==> src/rtl/bp_be_pkg.sv <==
// Shared types for the BE stride detector and its glue to the prefetch generator.
// The struct field widths are these defaults; the modules' width parameters must keep them.
package bp_be_pkg;

    localparam int unsigned vaddr_width_gp  = 39;
    localparam int unsigned dpath_width_gp  = 64;
    localparam int unsigned tag_width_gp    = 10;
    localparam int unsigned stride_width_gp = 8;
    localparam int unsigned loop_range_gp   = 8;
    localparam int unsigned conf_max_gp     = 3;
    localparam int unsigned conf_width_gp   = $clog2(conf_max_gp + 1);

    typedef struct packed {
        logic                              v;
        logic [tag_width_gp-1:0]           tag;
        logic [dpath_width_gp-1:0]         last_addr;
        logic signed [stride_width_gp-1:0] stride;
        logic [conf_width_gp-1:0]          conf;
        logic [loop_range_gp-1:0]          remain;
    } bp_be_stride_entry_s;

    typedef struct packed {
        logic [vaddr_width_gp-1:0]  pc;
        logic [dpath_width_gp-1:0]  eff_addr;
        logic [stride_width_gp-1:0] stride;
        logic [loop_range_gp-1:0]   loop_counter;
    } bp_be_stride_req_s;

endpackage

==> src/rtl/bp_be_stride_table.sv <==
// Direct-mapped PC-indexed stride table: combinational read, update on the commit edge,
// plus the match / confidence / trigger decision for the committing load.
module bp_be_stride_table
    import bp_be_pkg::*;
#(
    parameter int unsigned entries_p      = 8,
    parameter int unsigned tag_width_p    = tag_width_gp,
    parameter int unsigned stride_width_p = stride_width_gp,
    parameter int unsigned loop_range_p   = loop_range_gp,
    parameter int unsigned conf_max_p     = conf_max_gp,
    parameter int unsigned vaddr_width_p  = vaddr_width_gp,
    parameter int unsigned dpath_width_p  = dpath_width_gp
) (
    input  logic                      clk_i,
    input  logic                      reset_n_i,
    input  logic                      commit_v_i,
    input  logic [vaddr_width_p-1:0]  commit_pc_i,
    input  logic [dpath_width_p-1:0]  commit_eff_addr_i,
    input  logic [loop_range_p-1:0]   degree_i,
    output logic                      trigger_o,
    output logic [stride_width_p-1:0] stride_o
);

    localparam int unsigned idx_width_lp  = $clog2(entries_p);
    localparam int unsigned conf_width_lp = $clog2(conf_max_p + 1);
    localparam logic [conf_width_lp-1:0] conf_max_lp = conf_width_lp'(conf_max_p);

    bp_be_stride_entry_s tbl_q [entries_p];
    bp_be_stride_entry_s tbl_d [entries_p];

    logic [idx_width_lp-1:0]  idx;
    logic [tag_width_p-1:0]   tag;
    bp_be_stride_entry_s      rd, wr;
    logic [dpath_width_p-1:0] delta;
    logic [dpath_width_p-stride_width_p:0] delta_hi;
    logic                     hit, usable, match, fire;
    logic [conf_width_lp-1:0] conf_inc;

    assign idx      = commit_pc_i[2 +: idx_width_lp];
    assign tag      = commit_pc_i[2+idx_width_lp +: tag_width_p];
    // Upper bits including the stride sign bit must all agree to fit a signed stride.
    assign delta_hi = delta[dpath_width_p-1:stride_width_p-1];

    always_comb begin
        rd       = tbl_q[idx];
        hit      = rd.v && (rd.tag == tag);
        delta    = commit_eff_addr_i - rd.last_addr;
        usable   = (delta != '0) && ((&delta_hi) || ~(|delta_hi));
        match    = hit && usable && (delta[stride_width_p-1:0] == rd.stride);
        conf_inc = (rd.conf == conf_max_lp) ? conf_max_lp : rd.conf + conf_width_lp'(1);
        fire     = 1'b0;

        wr           = rd;
        wr.last_addr = commit_eff_addr_i;
        if (!hit) begin
            wr           = '0;
            wr.v         = 1'b1;
            wr.tag       = tag;
            wr.last_addr = commit_eff_addr_i;
        end else if (match) begin
            wr.conf = conf_inc;
            if (conf_inc == conf_max_lp) begin
                if (rd.remain == '0) begin
                    if (degree_i != '0) begin
                        fire      = 1'b1;
                        wr.remain = degree_i - loop_range_p'(1);
                    end
                end else begin
                    wr.remain = rd.remain - loop_range_p'(1);
                end
            end
        end else if (usable) begin
            wr.stride = delta[stride_width_p-1:0];
            wr.conf   = '0;
            wr.remain = '0;
        end else begin
            wr.stride = '0;
            wr.conf   = '0;
            wr.remain = '0;
        end

        tbl_d = tbl_q;
        if (commit_v_i) begin
            tbl_d[idx] = wr;
        end
    end

    assign trigger_o = commit_v_i && fire;
    assign stride_o  = rd.stride;

    always_ff @(posedge clk_i) begin
        if (!reset_n_i) begin
            for (int i = 0; i < int'(entries_p); i++) begin
                tbl_q[i] <= '0;
            end
        end else begin
            tbl_q <= tbl_d;
        end
    end

endmodule

==> src/rtl/bp_be_stride_detector.sv <==
// Stride detector top: trains the stride table on committed loads and holds the resulting
// prefetch request in a one-entry valid/ready buffer, counting triggers lost to a full buffer.
module bp_be_stride_detector
    import bp_be_pkg::*;
#(
    parameter int unsigned entries_p      = 8,
    parameter int unsigned tag_width_p    = tag_width_gp,
    parameter int unsigned stride_width_p = stride_width_gp,
    parameter int unsigned loop_range_p   = loop_range_gp,
    parameter int unsigned conf_max_p     = conf_max_gp,
    parameter int unsigned vaddr_width_p  = vaddr_width_gp,
    parameter int unsigned dpath_width_p  = dpath_width_gp
) (
    input  logic                      clk_i,
    input  logic                      reset_n_i,
    input  logic                      commit_v_i,
    input  logic [vaddr_width_p-1:0]  commit_pc_i,
    input  logic [dpath_width_p-1:0]  commit_eff_addr_i,
    input  logic [loop_range_p-1:0]   degree_i,
    output logic                      v_o,
    input  logic                      ready_and_i,
    output logic [vaddr_width_p-1:0]  pc_o,
    output logic [dpath_width_p-1:0]  eff_addr_o,
    output logic [stride_width_p-1:0] stride_o,
    output logic [loop_range_p-1:0]   loop_counter_o,
    output logic [15:0]               drop_count_o
);

    logic                      trigger;
    logic [stride_width_p-1:0] trig_stride;
    logic                      pop;

    bp_be_stride_req_s req_q, req_d;
    logic              v_q, v_d;
    logic [15:0]       drop_q, drop_d;

    bp_be_stride_table #(
        .entries_p      (entries_p),
        .tag_width_p    (tag_width_p),
        .stride_width_p (stride_width_p),
        .loop_range_p   (loop_range_p),
        .conf_max_p     (conf_max_p),
        .vaddr_width_p  (vaddr_width_p),
        .dpath_width_p  (dpath_width_p)
    ) u_table (
        .clk_i             (clk_i),
        .reset_n_i         (reset_n_i),
        .commit_v_i        (commit_v_i),
        .commit_pc_i       (commit_pc_i),
        .commit_eff_addr_i (commit_eff_addr_i),
        .degree_i          (degree_i),
        .trigger_o         (trigger),
        .stride_o          (trig_stride)
    );

    assign pop = v_q & ready_and_i;

    always_comb begin
        v_d    = v_q;
        req_d  = req_q;
        drop_d = drop_q;
        if (trigger && (!v_q || pop)) begin
            v_d                = 1'b1;
            req_d.pc           = commit_pc_i;
            req_d.eff_addr     = commit_eff_addr_i;
            req_d.stride       = trig_stride;
            req_d.loop_counter = degree_i;
        end else if (trigger) begin
            if (drop_q != 16'hFFFF) begin
                drop_d = drop_q + 16'd1;
            end
        end else if (pop) begin
            v_d = 1'b0;
        end
    end

    always_ff @(posedge clk_i) begin
        if (!reset_n_i) begin
            v_q    <= 1'b0;
            req_q  <= '0;
            drop_q <= '0;
        end else begin
            v_q    <= v_d;
            req_q  <= req_d;
            drop_q <= drop_d;
        end
    end

    assign v_o            = v_q;
    assign pc_o           = req_q.pc;
    assign eff_addr_o     = req_q.eff_addr;
    assign stride_o       = req_q.stride;
    assign loop_counter_o = req_q.loop_counter;
    assign drop_count_o   = drop_q;

endmodule

==> config.mk <==
export PLATFORM = sky130hd
export DESIGN_NAME = bp_be_stride_detector
export DESIGN_NICKNAME = d
export VERILOG_FILES = /design/src/rtl/bp_be_pkg.sv /design/src/rtl/bp_be_stride_table.sv /design/src/rtl/bp_be_stride_detector.sv
export SDC_FILE = /design/constraint.sdc
export NUM_CORES = 2
export LEC_CHECK = 0
export BUFFER_PORTS_ARGS = -buffer_cell sky130_fd_sc_hd__buf_2
export CORE_MARGIN = 1.5
export CORE_UTILIZATION = 30
export CTS_CLUSTER_SIZE = 40
export DETAILED_ROUTE_END_ITERATION = 16
export HOLD_SLACK_MARGIN = 0.08
export SLEW_MARGIN = 20
export SYNTH_ARGS = -nofsm -noshare
export SYNTH_HDL_FRONTEND = slang
export SYNTH_SLANG_ARGS = --single-unit
==> constraint.sdc <==
create_clock -name clk_i -period 9.1 [get_ports clk_i]
set_input_delay 1.365 -clock clk_i [delete_from_list [all_inputs] [get_ports clk_i]]
set_output_delay 1.365 -clock clk_i [all_outputs]
set_load 0.01 [all_outputs]
# Yosys cells after proc, flatten, opt, wreduce, memory -nomap -nowiden
# Index checks and enable logic that the tools add are counted.
# classes
n_addsub	5
mux	23
reduce_logical	18
magnitude_cmp	2
eq_ne	6
n_bitwise	4
# ops
operator	n
$bwmux W744	1
$bmux W93 S3	1
$demux W93 S3	1
$mux W93	3
$mux W75	1
$reduce_bool A64 Y1	1
$sub A64 B64 Y64	1
$reduce_and A57 Y1	1
$reduce_or A57 Y1	1
$mux W18	2
$mux W8	4
$add A16 B1 Y16 const B	1
$ne A16 B16 Y1 const B	1
$sub A8 B1 Y8 const B	2
$eq A10 B10 Y1	1
$mux W10	1
$eq A8 B8 Y1	1
$logic_not A8 Y1	1
$mux W1	8
$reduce_bool A8 Y1	1
$logic_and A1 B1 Y1	7
$eq A2 B2 Y1 const B	2
$ge A4 B4 Y1 const B	1
$lt A4 B1 Y1 const B	1
other kinds (11)	13
# totals
input_bits	115
register_bits	880
word_cells	112
out_inout_bits	136

# Depth between registers and ports, before layout
# logic_depth
word_depth	17
mapped_depth	30
depth_no_buf	18

# By module
# A second synthesis with hierarchy kept.
# hier_totals
hier_cells	5665
area_unflattened_um2	44864.3
# modules_own_cells
mod	area_each_um2	cells_each	n_inst	seq_area_each_um2
bp_be_stride_table	39943.3	5043	1	14894.3
bp_be_stride_detector	4921.0	622	1	2722.6

# Worst setup path before layout
# OpenSTA, ideal clock, no wires.
# synth_timing
path_type	input to register
start	input port commit_pc_i[3]
end	register req_q, in the netlist eff_addr_o[0]
arrival_time_ps	7696
required_time_ps	9028
setup_ps	72
path_stages	27
path_buffers	11
slack_ps	1333
cell_sequence	buf_2 -> buf_2 -> buf_2 -> buf_2 -> buf_2 -> buf_1 -> buf_1 -> buf_1 -> mux2i_1 -> o21ai_0 -> a21oi_1 -> ha_1 -> buf_2 -> a21oi_1 -> o21ai_1 -> nand2_1 -> nand3_1 -> a221oi_1 -> xor2_1 -> or4_1 -> or4_1 -> nor4_2 -> a32oi_2 -> nor2_4 -> buf_6 -> buf_6 -> mux2i_1
# synth_via
elab_chain_len	15
word_cells_on_any_way	27
cone_classes	add/sub: 2; eq/ne: 4; mux: 8; bitwise: 2; reduce/logical: 11
# synth_rtl
item	line	source
from (decl)	bp_be_stride_detector.sv:17	input logic [vaddr_width_p-1:0] commit_pc_i,
$not A3 Y4 (not written as such) (*)	bp_be_stride_table.sv:45	rd = tbl_q[idx];
$bmux W93 S3 (*)	bp_be_stride_table.sv:45	
$mux W93 (not written as such) (*) (2 in series)	bp_be_stride_table.sv:45	
$sub A64 B64 Y64	bp_be_stride_table.sv:47	delta = commit_eff_addr_i - rd.last_addr;
$reduce_or A57 Y1	bp_be_stride_table.sv:48	usable = (delta != '0) && ((&delta_hi) || ~(|delta_hi));
$not A1 Y1	bp_be_stride_table.sv:48	
$logic_or A1 B1 Y1	bp_be_stride_table.sv:48	
$logic_and A1 B1 Y1	bp_be_stride_table.sv:48	
$logic_and A1 B1 Y1 (2 in series)	bp_be_stride_table.sv:49	match = hit && usable && (delta[stride_width_p-1:0] == rd.stride);
$mux W1	bp_be_stride_table.sv:60	end else if (match) begin
$mux W1 (*)	bp_be_stride_table.sv:55	if (!hit) begin
$logic_and A1 B1 Y1 (*)	bp_be_stride_table.sv:88	assign trigger_o = commit_v_i && fire;
$logic_and A1 B1 Y1 (*)	bp_be_stride_detector.sv:62	if (trigger && (!v_q || pop)) begin
to (signal assigned)	bp_be_stride_detector.sv:84	req_q <= req_d;
to (decl)	bp_be_stride_detector.sv:33	bp_be_stride_req_s req_q, req_d;
# Every way passes the cells marked *; elsewhere a longest branch is shown, timed or not. The select of a mux whose other input is x is not followed.
# A chain may end at the register's enable or synchronous reset.

# Worst setup path in the final report
# layout_timing
start	input port commit_pc_i[2]
end	register drop_q[14] (netlist: drop_count_o[14])
# layout_via
elab_chain_len	17
word_cells_on_any_way	29
cone_classes	add/sub: 2; eq/ne: 4; mux: 8; bitwise: 3; reduce/logical: 12
# layout_rtl
item	line	source
$not A3 Y4 (not written as such) (*)	bp_be_stride_table.sv:45	
$bmux W93 S3 (*)	bp_be_stride_table.sv:45	
$mux W93 (not written as such) (*) (2 in series)	bp_be_stride_table.sv:45	
$sub A64 B64 Y64	bp_be_stride_table.sv:47	
$reduce_or A57 Y1	bp_be_stride_table.sv:48	
$not A1 Y1	bp_be_stride_table.sv:48	
$logic_or A1 B1 Y1	bp_be_stride_table.sv:48	
$logic_and A1 B1 Y1	bp_be_stride_table.sv:48	
$logic_and A1 B1 Y1 (2 in series)	bp_be_stride_table.sv:49	
$mux W1	bp_be_stride_table.sv:60	
$mux W1 (*)	bp_be_stride_table.sv:55	
$logic_and A1 B1 Y1 (*)	bp_be_stride_table.sv:88	
$logic_and A1 B1 Y1	bp_be_stride_detector.sv:62	
$not A1 Y1 (no line)	n/a	
$reduce_and A3 Y1 (no line) (*)	n/a	
to (signal assigned)	bp_be_stride_detector.sv:85	drop_q <= drop_d;
to (decl)	bp_be_stride_detector.sv:35	logic [15:0] drop_q, drop_d;
# Marked as above.

==> impl_metrics.toml <==
[floorplanning]
pin_count = 251
coreArea_sq_um = 146000
rows = 140
fp.dieW_um = 387
die_y_um = 387
floorplan.initialDensity_pct = 30.3
die-area_sq_um = 150000

[finish]
area_delta_synth_final_pct = 13.8
multi_input_area_sq_um = 24400
fin_nets = 5854
seq_area_sq_um = 17600
fin_util_pct = 34.5
n_fill_cell = 15256
drive_gt1_share_pct = 12.1

[timing]
max_freq_ghz = 0.134
slew_viol_final = 0
timing.final.ws_setup_ns = 1.64
period_needed_ns = 7.46
hold_violations = 0
slew_headroom_pct = 20.0
final-setup-viol-count = 0
tightest_slew_ns = 1.20
tns_ns = 0
skew_ns = 0.0349
rsz0062_at_grt = "false"
period_share_pct = 81.9

[clocking]
cts-resized-gates = 0
cts_max_path_buffers = 3
htreeDepth = 3
cts_buffers = 101
clk_pin_slew_worst_paths_ns = 0.06
cts_tree = "done"
cts_sinks = 880
cts_hold_buf = 0
ctsRootBufferMaster = "clkbuf_16"
cts_setup_buffers = 0
insertion_delay_ns = 0.75

[logic_synthesis]
async_flop_share_pct = 0
syn_nets = 5948
yosysWarnings = 0
synth_top_cell_area_share_pct = 39.9
syn_avg_cell_area_sq_um = 7.67
synth-seq-cells = 880
netlist_area_sq_um = 44200
synth-seq-area-share_pct = 39.9
yosysUniqueCellTypes = 98
synth_enable_flop_cells = 0
syn_inst = 5765
ys_top_cells_by_area = "dfxtp_1, nand2_1, a21oi_1"
ys.flop_type = "dfxtp_1"
yosys.area.top_type = "dfxtp_1"

[drt]
ant_nets = 0
vias = 42791
wl_per_cell_um = 22.8
dr.pass1.iters = 6
met3WireLength_mm = 12.9
wl_met1_mm = 75.2
drtIter0Drc = 4505
avgViaCountPerCell = 5.57
routed.top_layer = "met5"
route.detailed.drc = 0
route.met2.wl_mm = 81.9
wl_mm = 175

[worst_setup_path]
path_max_fanout = 40
crit_required_ns = 9.78
cp-start-kind = "input port"
rr_worst_depth = 19
criticalPathCategory = "input port to flip-flop"
crit_path_end_kind = "flip-flop"
max_stage_delay_ns = 0.73
cp_top_family = "compound AO/OA/AOI/OAI gates"
worst-path-stages = 21
slowest_stage = "o41ai_1"
worst-path-buf-inv = 4
critPathArrivalTime_ns = 8.13
crit_chain = "buf_8 > buf_4 > nor2b_4 > buf_4 > a21oi_1 > o22ai_1 > a21oi_1 > ha_1 > nand4_1 > a211oi_1 > a211oi_2 > o41a_2 > o41ai_1 > a221oi_2 > xnor2_1 > or4b_1 > nor4_2 > a32oi_2 > buf_4 > or4_1 > a21oi_1"

[place]
gp_congestion = 1.01
dpl_worst_slack_ns = 0.937
port_buffers = 250
dp_hpwl_mm = 114

[global_route]
overflow = 0
grt_max_degree = 224
grt_antenna_before_repair = 19
grt_pass1_wl_mm = 261
track_usage_pct = 22.4
first_global_vias = 39919

[outcome]
status = "finished clean"

[flow_run]
maxCapViolCount = 0

[pwr]
p_per_area_nw_per_um2 = 189
p_leak_uw = 0.0173
total_power_uw = 9530
peakVddDrop_uv = 157

[min_path]
hold_depth = 2
min_path_type = "flip-flop to flip-flop"
[kinds of logic (layout without fill, tap and decap cells)]
kind of cell	after synthesis	count (layout)	synth area share (%)
DFF	880	880	39.9
and+or+nand+nor	2332	2332	22.6
xor gates and xnor gates	67	67	1.33
AOI/OAI and AO/OA	1480	1480	20.2
muxes	364	364	8.73
adders and majority gates	68	68	1.94
other	0	7	0
buffers and inverters	574	566	5.35
[Yosys cell counts (all sizes together) (20+ instances only)]
cell type,n
a21oi,871
o211ai,20
nor4,25
mux2,92
nand2,1669
buf,122
xnor2,32
o21ai,158
o31ai,67
nand3,135
ha,67
nand4,118
nor3,46
xor2,35
dfxtp,880
a22oi,45
clkbuf,426
inv,24
and4,32
o22a,24
o22ai,47
a221oi,93
mux2i,264
nor2,176
[cell usage in the layout (no fill, tap or decap), types with 43 or more instances in the layout]
| cell | netlist | layout |
|---|---|---|
| a21oi_1 | 861 | 861 |
| a221oi_1 | 90 | 90 |
| a22oi_1 | 45 | 45 |
| buf_2 | 60 | 247 |
| buf_4 | 20 | 84 |
| clkbuf_16 | 0 | 102 |
| dfxtp_1 | 880 | 880 |
| ha_1 | 67 | 67 |
| mux2_2 | 92 | 92 |
| mux2i_1 | 264 | 264 |
| nand2_1 | 1669 | 1664 |
| nand3_1 | 135 | 131 |
| nand4_1 | 117 | 117 |
| nor2_1 | 175 | 171 |
| nor3_1 | 44 | 43 |
| o21ai_0 | 127 | 127 |
| o22ai_1 | 46 | 46 |
| o31ai_1 | 67 | 66 |
[worst min-delay path: cells and delay by family (launching register included)]
kind | cells | cell delay, ns
flip-flops | 1 | 0.31
AND/OR/NAND/NOR | 1 | 0.05
AO/OA/AOI/OAI | 1 | 0.05
[cell type report]
type | count | area share (%)
multi-input cells | 4311 | 48.5
flip-flops and latches | 880 | 35.0
clock buffers | 146 | 5.84
well taps | 1917 | 4.77
repair buffers | 351 | 4.46
clock inverters | 43 | 1.19
inverters | 26 | 0.209
diodes | 7 | 0.0348
[through the flow]
stage | cells | hold WS (ns) | cell area [sq um]
floorplan | 5765 | 0.428 | 44200
detailed placement | 7484 | 0.442 | 46700
global placement | 7484 | 0.434 | 46700
finish | 7681 | 0.451 | 50300
global route | 7680 | 0.464 | 50300
CTS | 7673 | 0.451 | 50300
[flip-flops by register name, summed over array words and instances, names as in the netlist]
name,count
loop_counter_o,8
stride_o,8
drop_count_o,16
v_o,1
pc_o,39
eff_addr_o,64
u_table.tbl_q,744
[worst paths after layout]
| path | slack, ns | end | startpoint |
|---|---|---|---|
| worst min-delay path | 0.45 | u_table.tbl_q[571] | u_table.tbl_q[571] |
| worst max-delay path | 1.64 | drop_count_o[14] | commit_pc_i[2] |
| worst max register to register | 3.05 | drop_count_o[14] | u_table.tbl_q[412] |
| worst min register to register | 0.45 | u_table.tbl_q[571] | u_table.tbl_q[571] |
[metal layers]
layer | vias to the layer above | global-route usage (%)
met5 | - | 0
met4 | 6 | 7.82
met3 | 284 | 3.71
met2 | 1729 | 36.6
met1 | 20828 | 29.7
li1 | 19944 | -
[power breakdown]
part / switching (uW) / internal (uW) / total, uW
clock: 1780 / 2570 / 4350
sequential: 27.3 / 3910 / 3940
combinational: 896 / 344 / 1240
Note: power is estimated with default switching activity, not from simulation.
